**config.mk**
```make
export PLATFORM = sky130hd
export DESIGN_NAME = cv32e40p_wfi_ctrl_flat
export DESIGN_NICKNAME = d
export VERILOG_FILES = /design/src/rtl/cv32e40p_wfi_ctrl_if.sv /design/src/rtl/cv32e40p_wfi_ctrl.sv /design/src/flat_wrapper.sv
export SDC_FILE = /design/constraint.sdc
export NUM_CORES = 1
export LEC_CHECK = 0
export ABC_AREA = 1
export BUFFER_PORTS_ARGS = -buffer_cell sky130_fd_sc_hd__buf_2
export CAP_MARGIN = 40
export CORE_MARGIN = 1.5
export CORE_UTILIZATION = 50
export DETAILED_ROUTE_END_ITERATION = 10
export PLACE_DENSITY = 0.73
export SLEW_MARGIN = 5
export SYNTH_ARGS = -nofsm -noshare
export SYNTH_HDL_FRONTEND = slang
export SYNTH_SLANG_ARGS = --single-unit
```
**constraint.sdc**
```tcl
create_clock -name clk_ungated_i -period 3.3 [get_ports clk_ungated_i]
set_clock_uncertainty 0.15 [all_clocks]
set_input_delay 0.66 -clock clk_ungated_i [delete_from_list [all_inputs] [get_ports clk_ungated_i]]
set_output_delay 0.66 -clock clk_ungated_i [all_outputs]
set_load 0.005 [all_outputs]
```
**src/rtl/cv32e40p_wfi_ctrl_if.sv**
```systemverilog
// Bundle of WFI sequencing signals between the core controller and the WFI block.
// The slave modport is the WFI controller; the master modport is its environment.
interface cv32e40p_wfi_ctrl_if #(
    parameter int unsigned CNT_WIDTH = 16
);
    logic                 wfi_valid_i;
    logic                 wfi_no_sleep_i;
    logic                 irq_pending_i;
    logic                 debug_req_i;
    logic                 if_busy_i;
    logic                 lsu_busy_i;
    logic                 apu_busy_i;
    logic                 cnt_clear_i;
    logic                 ctrl_busy_o;
    logic                 wake_from_sleep_o;
    logic                 wfi_stall_o;
    logic                 sleeping_o;
    logic                 wfi_done_o;
    logic [CNT_WIDTH-1:0] sleep_cnt_o;

    modport master (
        output wfi_valid_i, wfi_no_sleep_i, irq_pending_i, debug_req_i,
        output if_busy_i, lsu_busy_i, apu_busy_i, cnt_clear_i,
        input  ctrl_busy_o, wake_from_sleep_o, wfi_stall_o, sleeping_o,
        input  wfi_done_o, sleep_cnt_o
    );

    modport slave (
        input  wfi_valid_i, wfi_no_sleep_i, irq_pending_i, debug_req_i,
        input  if_busy_i, lsu_busy_i, apu_busy_i, cnt_clear_i,
        output ctrl_busy_o, wake_from_sleep_o, wfi_stall_o, sleeping_o,
        output wfi_done_o, sleep_cnt_o
    );
endinterface

```
**src/rtl/cv32e40p_wfi_ctrl.sv**
```systemverilog
// WFI sequencing ahead of the core sleep unit: drains outstanding activity after a
// retiring WFI, drops ctrl_busy so the clock can be gated, and on wake holds ID
// stalled for a fixed restart window before resuming.
module cv32e40p_wfi_ctrl #(
    parameter int unsigned WAKE_CYCLES = 2,
    parameter int unsigned CNT_WIDTH   = 16
) (
    input logic               clk_ungated_i,
    input logic               rst_i,
    cv32e40p_wfi_ctrl_if.slave bus
);

    typedef enum logic [1:0] {StRun, StDrain, StSleep, StWake} state_e;

    localparam logic [3:0]           WakeLoad = 4'(WAKE_CYCLES - 1);
    localparam logic [CNT_WIDTH-1:0] CntMax   = {CNT_WIDTH{1'b1}};

    state_e               state_q;
    logic [3:0]           wake_cnt_q;
    logic [CNT_WIDTH-1:0] sleep_cnt_q;
    logic                 ctrl_busy_q;
    logic                 wfi_stall_q;
    logic                 sleeping_q;
    logic                 wfi_done_q;

    logic wake_cond;
    logic any_busy;
    logic sleep_hold;

    assign wake_cond  = bus.irq_pending_i | bus.debug_req_i;
    assign any_busy   = bus.if_busy_i | bus.lsu_busy_i | bus.apu_busy_i;
    // While asleep without a wake the clock may be gated, so nothing may change.
    assign sleep_hold = (state_q == StSleep) && !wake_cond;

    // Single FSM register block; all outputs except the wake request are registered.
    always_ff @(posedge clk_ungated_i or posedge rst_i) begin
        if (rst_i) begin
            state_q     <= StRun;
            wake_cnt_q  <= '0;
            sleep_cnt_q <= '0;
            ctrl_busy_q <= 1'b1;
            wfi_stall_q <= 1'b0;
            sleeping_q  <= 1'b0;
            wfi_done_q  <= 1'b0;
        end else begin
            wfi_done_q <= 1'b0;
            if (bus.cnt_clear_i && !sleep_hold) begin
                sleep_cnt_q <= '0;
            end
            case (state_q)
                StRun: begin
                    if (bus.wfi_valid_i) begin
                        if (bus.wfi_no_sleep_i || wake_cond) begin
                            // Executed as a NOP: complete without leaving RUN.
                            wfi_done_q <= 1'b1;
                        end else begin
                            state_q     <= StDrain;
                            wfi_stall_q <= 1'b1;
                        end
                    end
                end
                StDrain: begin
                    // A wake aborts the WFI even if the drain finishes this cycle.
                    if (wake_cond) begin
                        state_q     <= StRun;
                        wfi_stall_q <= 1'b0;
                        wfi_done_q  <= 1'b1;
                    end else if (!any_busy) begin
                        state_q     <= StSleep;
                        ctrl_busy_q <= 1'b0;
                        sleeping_q  <= 1'b1;
                        if (!bus.cnt_clear_i && (sleep_cnt_q != CntMax)) begin
                            sleep_cnt_q <= sleep_cnt_q + CNT_WIDTH'(1);
                        end
                    end
                end
                StSleep: begin
                    if (wake_cond) begin
                        state_q     <= StWake;
                        wake_cnt_q  <= WakeLoad;
                        ctrl_busy_q <= 1'b1;
                        sleeping_q  <= 1'b0;
                    end
                end
                StWake: begin
                    if (wake_cnt_q == 4'd0) begin
                        state_q     <= StRun;
                        wfi_stall_q <= 1'b0;
                        wfi_done_q  <= 1'b1;
                    end else begin
                        wake_cnt_q <= wake_cnt_q - 4'd1;
                    end
                end
                default: begin
                    state_q <= StRun;
                end
            endcase
        end
    end

    assign bus.ctrl_busy_o       = ctrl_busy_q;
    assign bus.wfi_stall_o       = wfi_stall_q;
    assign bus.sleeping_o        = sleeping_q;
    assign bus.wfi_done_o        = wfi_done_q;
    assign bus.sleep_cnt_o       = sleep_cnt_q;
    // Combinational so the sleep unit can ungate the clock in the same cycle.
    assign bus.wake_from_sleep_o = sleeping_q & wake_cond;

`ifndef SYNTHESIS
    a_sleep_idle : assert property (@(posedge clk_ungated_i) disable iff (rst_i)
        sleeping_q |-> !any_busy);
    a_busy_vs_sleep : assert property (@(posedge clk_ungated_i) disable iff (rst_i)
        ctrl_busy_q == !sleeping_q);
    a_sleep_stable : assert property (@(posedge clk_ungated_i) disable iff (rst_i)
        sleep_hold |=> $stable({state_q, wake_cnt_q, sleep_cnt_q, ctrl_busy_q,
                                wfi_stall_q, sleeping_q, wfi_done_q}));
    a_wfi_in_run : assert property (@(posedge clk_ungated_i) disable iff (rst_i)
        bus.wfi_valid_i |-> (state_q == StRun));
`endif

endmodule

```
**src/flat_wrapper.sv**
```systemverilog
// flat-port wrapper written by rule: the top's interface ports become plain ports
module cv32e40p_wfi_ctrl_flat 
#(
    parameter int unsigned WAKE_CYCLES = 2,
    parameter int unsigned CNT_WIDTH   = 16
)
  (clk_ungated_i, rst_i, bus_wfi_valid_i, bus_wfi_no_sleep_i, bus_irq_pending_i, bus_debug_req_i, bus_if_busy_i, bus_lsu_busy_i, bus_apu_busy_i, bus_cnt_clear_i, bus_ctrl_busy_o, bus_wake_from_sleep_o, bus_wfi_stall_o, bus_sleeping_o, bus_wfi_done_o, bus_sleep_cnt_o);
  cv32e40p_wfi_ctrl_if #(.CNT_WIDTH(CNT_WIDTH)) bus_i ();
  input logic clk_ungated_i;
  input logic rst_i;
  input wire logic [$bits(bus_i.wfi_valid_i)-1:0] bus_wfi_valid_i;
  input wire logic [$bits(bus_i.wfi_no_sleep_i)-1:0] bus_wfi_no_sleep_i;
  input wire logic [$bits(bus_i.irq_pending_i)-1:0] bus_irq_pending_i;
  input wire logic [$bits(bus_i.debug_req_i)-1:0] bus_debug_req_i;
  input wire logic [$bits(bus_i.if_busy_i)-1:0] bus_if_busy_i;
  input wire logic [$bits(bus_i.lsu_busy_i)-1:0] bus_lsu_busy_i;
  input wire logic [$bits(bus_i.apu_busy_i)-1:0] bus_apu_busy_i;
  input wire logic [$bits(bus_i.cnt_clear_i)-1:0] bus_cnt_clear_i;
  output wire logic [$bits(bus_i.ctrl_busy_o)-1:0] bus_ctrl_busy_o;
  output wire logic [$bits(bus_i.wake_from_sleep_o)-1:0] bus_wake_from_sleep_o;
  output wire logic [$bits(bus_i.wfi_stall_o)-1:0] bus_wfi_stall_o;
  output wire logic [$bits(bus_i.sleeping_o)-1:0] bus_sleeping_o;
  output wire logic [$bits(bus_i.wfi_done_o)-1:0] bus_wfi_done_o;
  output wire logic [$bits(bus_i.sleep_cnt_o)-1:0] bus_sleep_cnt_o;
  assign bus_i.wfi_valid_i = bus_wfi_valid_i;
  assign bus_i.wfi_no_sleep_i = bus_wfi_no_sleep_i;
  assign bus_i.irq_pending_i = bus_irq_pending_i;
  assign bus_i.debug_req_i = bus_debug_req_i;
  assign bus_i.if_busy_i = bus_if_busy_i;
  assign bus_i.lsu_busy_i = bus_lsu_busy_i;
  assign bus_i.apu_busy_i = bus_apu_busy_i;
  assign bus_i.cnt_clear_i = bus_cnt_clear_i;
  assign bus_ctrl_busy_o = bus_i.ctrl_busy_o;
  assign bus_wake_from_sleep_o = bus_i.wake_from_sleep_o;
  assign bus_wfi_stall_o = bus_i.wfi_stall_o;
  assign bus_sleeping_o = bus_i.sleeping_o;
  assign bus_wfi_done_o = bus_i.wfi_done_o;
  assign bus_sleep_cnt_o = bus_i.sleep_cnt_o;
  cv32e40p_wfi_ctrl #(.WAKE_CYCLES(WAKE_CYCLES), .CNT_WIDTH(CNT_WIDTH)) u_core (.clk_ungated_i(clk_ungated_i), .rst_i(rst_i), .bus(bus_i));
endmodule
```
==> impl_metrics.csv, run 1 <==
group,metric,value,unit
run_status,outcome,"finished, final reports clean",
global_routing,grt_pass1_vias,1435,
sta,slew_violations,0,
critical_path,rr_worst_depth,9,
critical_path,criticalPathCategory,"in2out",
sta,min_period,1.98,ns
critical_path,crit_path_frequent_cell,"buf_2",
drt,drcViolationCount,0,
cts,clk_pin_slew,0.14,ns
drt,ant_nets,0,
yosys,synth_area,0.00173,mm2
global_routing,grt_pass1_wl,5960,um
yosys,synth-compound-area-share,7.37,%
hold_path,hold_path.class,"in2async",
cts,cts.hold.buffers_added,0,
yosys,yosys-mux-area-fraction,0,%
critical_path,crit_buf_inv,2,
yosys,ys_seq_area_share,37.6,%
yosys,synthSimpleGateAreaFrac,41.8,%
cts,cts_max_level,1,
critical_path,crit_family,"simple AND/OR/NAND/NOR gates",
die,dieArea,0.00383,mm2
cells_and_area,diodes,0,
cells_and_area,final_nets,304,
place,gp_congestion,0.841,
cts,ctsResizeCount,0,
cells_and_area,fill_cells,339,
critical_path,cp-end-kind,"primary output",
yosys,synth_fa_ha_area_share,2.17,%
yosys,yosysWarnings,0,
yosys,yosysUniqueCellTypes,32,
place,hpwl,2840,um
critical_path,r2r_start,"u_core.bus.sleep_cnt_o[0]$_DFF_PP0_",
drt,wl_per_cell,11.0,um
drt,drt-pass1-iter-count,4,
yosys,synth_top_family_by_area,"simple AND/OR/NAND/NOR gates",
power_and_ir_drop,power_density,441,mW/mm2
drt,viasPerCell,4.85,
power_and_ir_drop,peakVddDrop,265,uV
cts,cts_buffer_depth,2,
sta,rsz0062_at_grt,"no",
critical_path,cp-start-kind,"input pin",
cts,clk_latency,0.33,ns
sta,fmax,0.504,GHz
global_routing,grt.overflow.total,0,
critical_path,timing.rr.end,"u_core.bus.sleep_cnt_o[11]$_DFF_PP0_",
cells_and_area,layout_commonest_cell,"nand2_1",
drt,initialDrtViolationCount,76,
power_and_ir_drop,power_leakage,1.14,nW
drt,wl,3690,um
cells_and_area,area_delta_synth_final,14.6,%
sta,worst_pin_slew,0.535,ns
global_routing,grt_usage,20.8,%
flow_run,max-cap-violations,0,
critical_path,r2r_slack,1.41,ns
critical_path,worst-endpoint-required,2.49,ns
place,portBuffers,30,
global_routing,antenna_found_initial,0,
sta,setup_viol,0,
critical_path,crit_arrival,1.17,ns
sta,hold_viol_final,0,
die,core-area,0.00334,mm2
sta,finalCritPeriodShare,60.1,%
critical_path,max_stage_delay,0.21,ns
yosys,syn_avg_cell_area,6.74,um2
cts,cts_root_buf,"clkbuf_4",
power_and_ir_drop,total_power,0.000876,W
cts,postCtsSetupRepairBufs,0,
yosys,syn_inst,257,
yosys,ys_seq_elements,26,
critical_path,cp_slowest_cell,"nor2_4",
sta,slew-limit-headroom,64.2,%
cts,clock_sinks,26,
cts,tritoncts,"built",
die,ios,31,
yosys,synth_xor_area_share,0.506,%
global_routing,grt_max_degree,20,
die,die_h,61.9,um
drt,vias,1630,
cells_and_area,layout-drive-gt1-share,19.3,%
critical_path,crit_fanout,7,
sta,fin_setup_tns,0,ns
cells_and_area,mostFrequentLayoutCells,"nand2_1, inv_1, buf_2",
cts,cts_buffers,3,
yosys,syn-num-nets,270,
die,initial_core_util,51.9,%
die,placementRows,21,
critical_path,crit_chain,"buf_2, nor2_4, nor2_1, buf_2",
die,die_x,61.9,um
==> where the power goes <==
part	internal, W	switching [W]
registers	0.000372	0.0000385
logic	0.000106	0.000192
clock network	0.0000676	0.0000992
==> kinds of logic (layout without fill, tap and decap cells) <==
group | count (synthesis) | in the layout
compound gates | 22 | 22
buf+inv | 45 | 78
simple gates | 160 | 160
fa+ha+maj | 3 | 3
xor+xnor | 1 | 1
flops | 26 | 26
==> metrics by stage <==
step	hold WS (ns)	instance area [um2]	setup WS, ns	cells	util (%)
3_5_place_dp	0.302	1950	1.18	332	58.4
6_report	0.188	1980	1.32	336	59.5
2_1_floorplan	0.290	1730	1.50	257	-
3_3_place_gp	0.300	1920	1.25	331	57.6
4_1_cts	0.201	1980	1.31	336	59.5
5_1_grt	0.219	1980	1.21	336	59.5
==> worst max-delay path by stage <==
stage                                              from                                    to  depth (start not counted)
global route        u_core.bus.sleep_cnt_o[0]$_DFF_PP0_  u_core.bus.sleep_cnt_o[15]$_DFF_PP0_                         10
CTS                                     bus_debug_req_i                 bus_wake_from_sleep_o                          4
detailed placement                      bus_debug_req_i  u_core.bus.sleep_cnt_o[11]$_DFF_PP0_                          9
global placement                        bus_debug_req_i   u_core.bus.sleep_cnt_o[7]$_DFF_PP0_                          9
floorplan                               bus_debug_req_i  u_core.bus.sleep_cnt_o[12]$_DFF_PP0_                          7
finish                                  bus_debug_req_i                 bus_wake_from_sleep_o                          4
==> metal layers <==
metal  part of all wire, %  up-vias  track usage (%)
li1                      -      861                -
met1                    45      726             25.7
met2                    49       36             36.8
met3                   3.4        7             2.69
met4                   1.7        0             8.21
met5                     0        -                0
==> flip-flops by register name, summed over array words and instances, names as in the netlist, named ones only <==
| name | cells |
|---|---|
| u_core.wake_cnt_q | 4 |
| u_core.bus.sleeping_o | 1 |
| u_core.bus.wfi_stall_o | 1 |
| u_core.state_q | 1 |
| u_core.bus.ctrl_busy_o | 1 |
| u_core.bus.wfi_done_o | 1 |
| u_core.bus.sleep_cnt_o | 16 |
==> area by class of cell <==
cell class                 instances  area (um2)  share of cell area [%]
timing repair buffer              31         178                    8.95
tap                               46        57.6                    2.90
inverter                          43         164                    8.26
sequential                        26         652                    32.8
multi-input combinational        186         897                    45.2
clock buffer                       4        36.3                    1.83
==> synthesized netlist by cell type <==
master      n  area (um2)
nand3_4     1        17.5
nor3_1      2        10.0
nand2_2     3        18.8
o21bai_1    1        7.51
inv_4       1        6.26
o31ai_1     1        7.51
and2_1      1        6.26
nand4_1     5        31.3
inv_1      37         139
nor2_8      1        20.0
xnor2_1     1        8.76
buf_6       1        11.3
clkinv_1    1        3.75
a21oi_2     1        8.76
o211ai_1    2        15.0
nand3_1    20         100
nor2_2      4        25.0
nor2_4      1        11.3
a21oi_1     2        10.0
dfrtp_1    25         626
inv_2       4        15.0
dfstp_2     1        26.3
ha_1        3        37.5
or2_2       2        12.5
nor3_4      1        16.3
nand2_1    90         338
o2bb2ai_1   1        8.76
o21ai_0    13        65.1
nand2_4     1        11.3
buf_4       1        7.51
o21ai_1     1        5.00
nor2_1     28         105
No activity file was read; power rests on OpenSTA's default activity.
==> run 2, diff against run 1 <==
--- a/config.mk
+++ b/config.mk
@@ -11,7 +11,7 @@
 export CORE_MARGIN = 1.5
 export CORE_UTILIZATION = 50
 export DETAILED_ROUTE_END_ITERATION = 10
-export PLACE_DENSITY = 0.73
+export PLACE_DENSITY = 0.76
 export SLEW_MARGIN = 5
 export SYNTH_ARGS = -nofsm -noshare
 export SYNTH_HDL_FRONTEND = slang
==> constraint.sdc (replaced) <==
create_clock -name clk_ungated_i -period 1.68 [get_ports clk_ungated_i]
set_clock_uncertainty 0.15 [all_clocks]
set_input_delay 0.336 -clock clk_ungated_i [delete_from_list [all_inputs] [get_ports clk_ungated_i]]
set_output_delay 0.336 -clock clk_ungated_i [all_outputs]
set_load 0.005 [all_outputs]
==> run 2 against run 1 <==
  * The flow now finishes with violations (setup timing)
  * Die area is the same
  * Worst setup slack lost 1.3 ns
  * Routed wire length grew 21%
  * Critical path type is now reg2reg
  * Sequential power grew 96%
  * Highest routed layer unchanged
  * Largest power group unchanged
  * Power grew 100%
  * Non-clock buffer count grew 19
==> impl_metrics.csv, run 2 (synthesis gave the netlist of run 1 again) <==
group,metric,value,unit
cells_and_area,area_delta_synth_final,28.8,%
place,gp_congestion,0.871,
critical_path,crit_arrival,1.77,ns
power_and_ir_drop,peakVddDrop,540,uV
critical_path,crit_fanout,4,
cts,cts_max_level,1,
cells_and_area,diodes,0,
drt,initialDrtViolationCount,151,
sta,hold_slack,0.114,ns
cells_and_area,largest_register_ffs,16,
critical_path,cp-start-kind,"register",
drt,wl,4480,um
cts,clk_latency,0.35,ns
drt,viasPerCell,5.08,
hold_path,hold_path.class,"in2reg",
cells_and_area,final_nets,326,
flow_run,max-cap-violations,0,
place,pre_cts_slack,-0.0298,ns
drt,drcViolationCount,0,
cts,cts_buffers,3,
cts,tritoncts,"built",
drt,drt-pass1-iter-count,5,
drt,vias,1817,
sta,setup_viol,1,
critical_path,worst-endpoint-required,1.77,ns
cts,cts_buffer_depth,2,
place,hpwl,3090,um
die,placementRows,21,
cells_and_area,layout_commonest_cell,"nand2_1",
sta,slew_violations,0,
sta,rsz0062_at_grt,"yes",
power_and_ir_drop,total_power,0.00179,W
global_routing,antenna_found_initial,0,
global_routing,grt_pass1_wl,7240,um
die,initial_core_util,51.9,%
global_routing,grt.overflow.total,0,
power_and_ir_drop,power_density,801,mW/mm2
sta,hold_viol_final,0,
sta,finalCritPeriodShare,100,%
cts,clk_pin_slew,0.17,ns
global_routing,grt_usage,25.5,%
cells_and_area,stdcell_area,0.00223,mm2
place,place_area,0.00208,mm2
cts,cts_root_buf,"clkbuf_4",
sta,worst_pin_slew,0.333,ns
place,portBuffers,30,
drt,ant_nets,0,
sta,min_period,1.69,ns
cts,clock_sinks,26,
critical_path,cp-end-kind,"register",
cells_and_area,layout-drive-gt1-share,29.2,%
die,ios,31,
die,die_h,61.9,um
die,core-area,0.00334,mm2
global_routing,grt_pass1_vias,1725,
sta,slew-limit-headroom,77.8,%
cells_and_area,utilization,66.8,%
drt,wl_per_cell,12.5,um
die,die_x,61.9,um
die,dieArea,0.00383,mm2
global_routing,grt_max_degree,21,
cells_and_area,mostFrequentLayoutCells,"nand2_1, inv_1, buf_2",
sta,fin_ws,-0.00745,ns
run_status,outcome,"complete, but fails checks",
power_and_ir_drop,power_leakage,1.28,nW
critical_path,criticalPathCategory,"reg2reg",
sta,fmax,0.593,GHz
run_status,violations,"setup timing",
[run 2: final timing paths]
| path | startpoint | end | slack, ns | depth (start not counted) |
|---|---|---|---|---|
| max | u_core.bus.sleep_cnt_o[1]$_DFF_PP0_ | u_core.bus.sleep_cnt_o[11]$_DFF_PP0_ | -0.007 | 10 |
| min | bus_wfi_valid_i | u_core.bus.wfi_done_o$_DFF_PP0_ | 0.11 | 3 |
| max reg2reg | u_core.bus.sleep_cnt_o[1]$_DFF_PP0_ | u_core.bus.sleep_cnt_o[11]$_DFF_PP0_ | -0.007 | 10 |
| min reg2reg | u_core.bus.ctrl_busy_o$_DFFE_PP1P_ | u_core.bus.ctrl_busy_o$_DFFE_PP1P_ | 0.33 | 2 |
| max in group asynchronous | rst_i | u_core.bus.sleep_cnt_o[14]$_DFF_PP0_ | 0.52 | 4 |
| min in group asynchronous | rst_i | u_core.bus.wfi_stall_o$_DFFE_PP0P_ | 0.28 | 3 |
[run 2: area by class of cell]
type | count | area (um2)
Multi-Input combinational cell | 189 | 997
Clock buffer | 4 | 36.3
Inverter | 43 | 164
Sequential cell | 26 | 652
Tap cell | 46 | 57.6
Fill cell | 318 | 1110
Timing Repair Buffer | 50 | 323
[run 2: worst max-delay path: stages, from the launching register on]
cell and delay (ns):
dfrtp_1 0.42, ha_2 0.20, nand2_2 0.10, nor2_4 0.05, nand2_4 0.09, nor2_4 0.05
nor3_4 0.20, buf_6 0.15, nand2_1 0.06, nand2_1 0.06, inv_1 0.04
[run 2: what timing repair did]
item | 4_1_cts | 5_1_grt
gates cloned | 2 | 1
gates resized for setup | 5 | 18
endpoints found under the setup margin | 16 | 18
hold endpoints to repair | 5 | 0
setup buffers | 0 | 0
hold buffers | 1 | 0
pin swaps | 0 | 6
[run 2: where the power goes]
group / switching, W / internal (W) / total (W) / leakage, nW
sequential: 0.0000720 / 0.000730 / 0.000802 / 0.347
clock: 0.000207 / 0.000133 / 0.000339 / 0.0210
combinational: 0.000401 / 0.000245 / 0.000646 / 0.910
total: 0.000679 / 0.00111 / 0.00179 / 1.28
[run 2: metal layers]
layer  share of wire [%]  GRT usage, %  routed length, um  vias up
met3                 6.3          3.73                283        8
met5                   0             0                  0        -
met4                 1.0          9.42                 45        0
li1                    -             -                  -      917
met2                  51          45.4               2280       67
met1                  42          30.9               1870      825
[run 2: stage by stage]
stage	TNS, ns	cells
after floorplan	0	257
after global placement	0	350
after detailed placement	-0.0680	350
after CTS	0	357
after global routing	-0.575	358
final	-0.00745	358
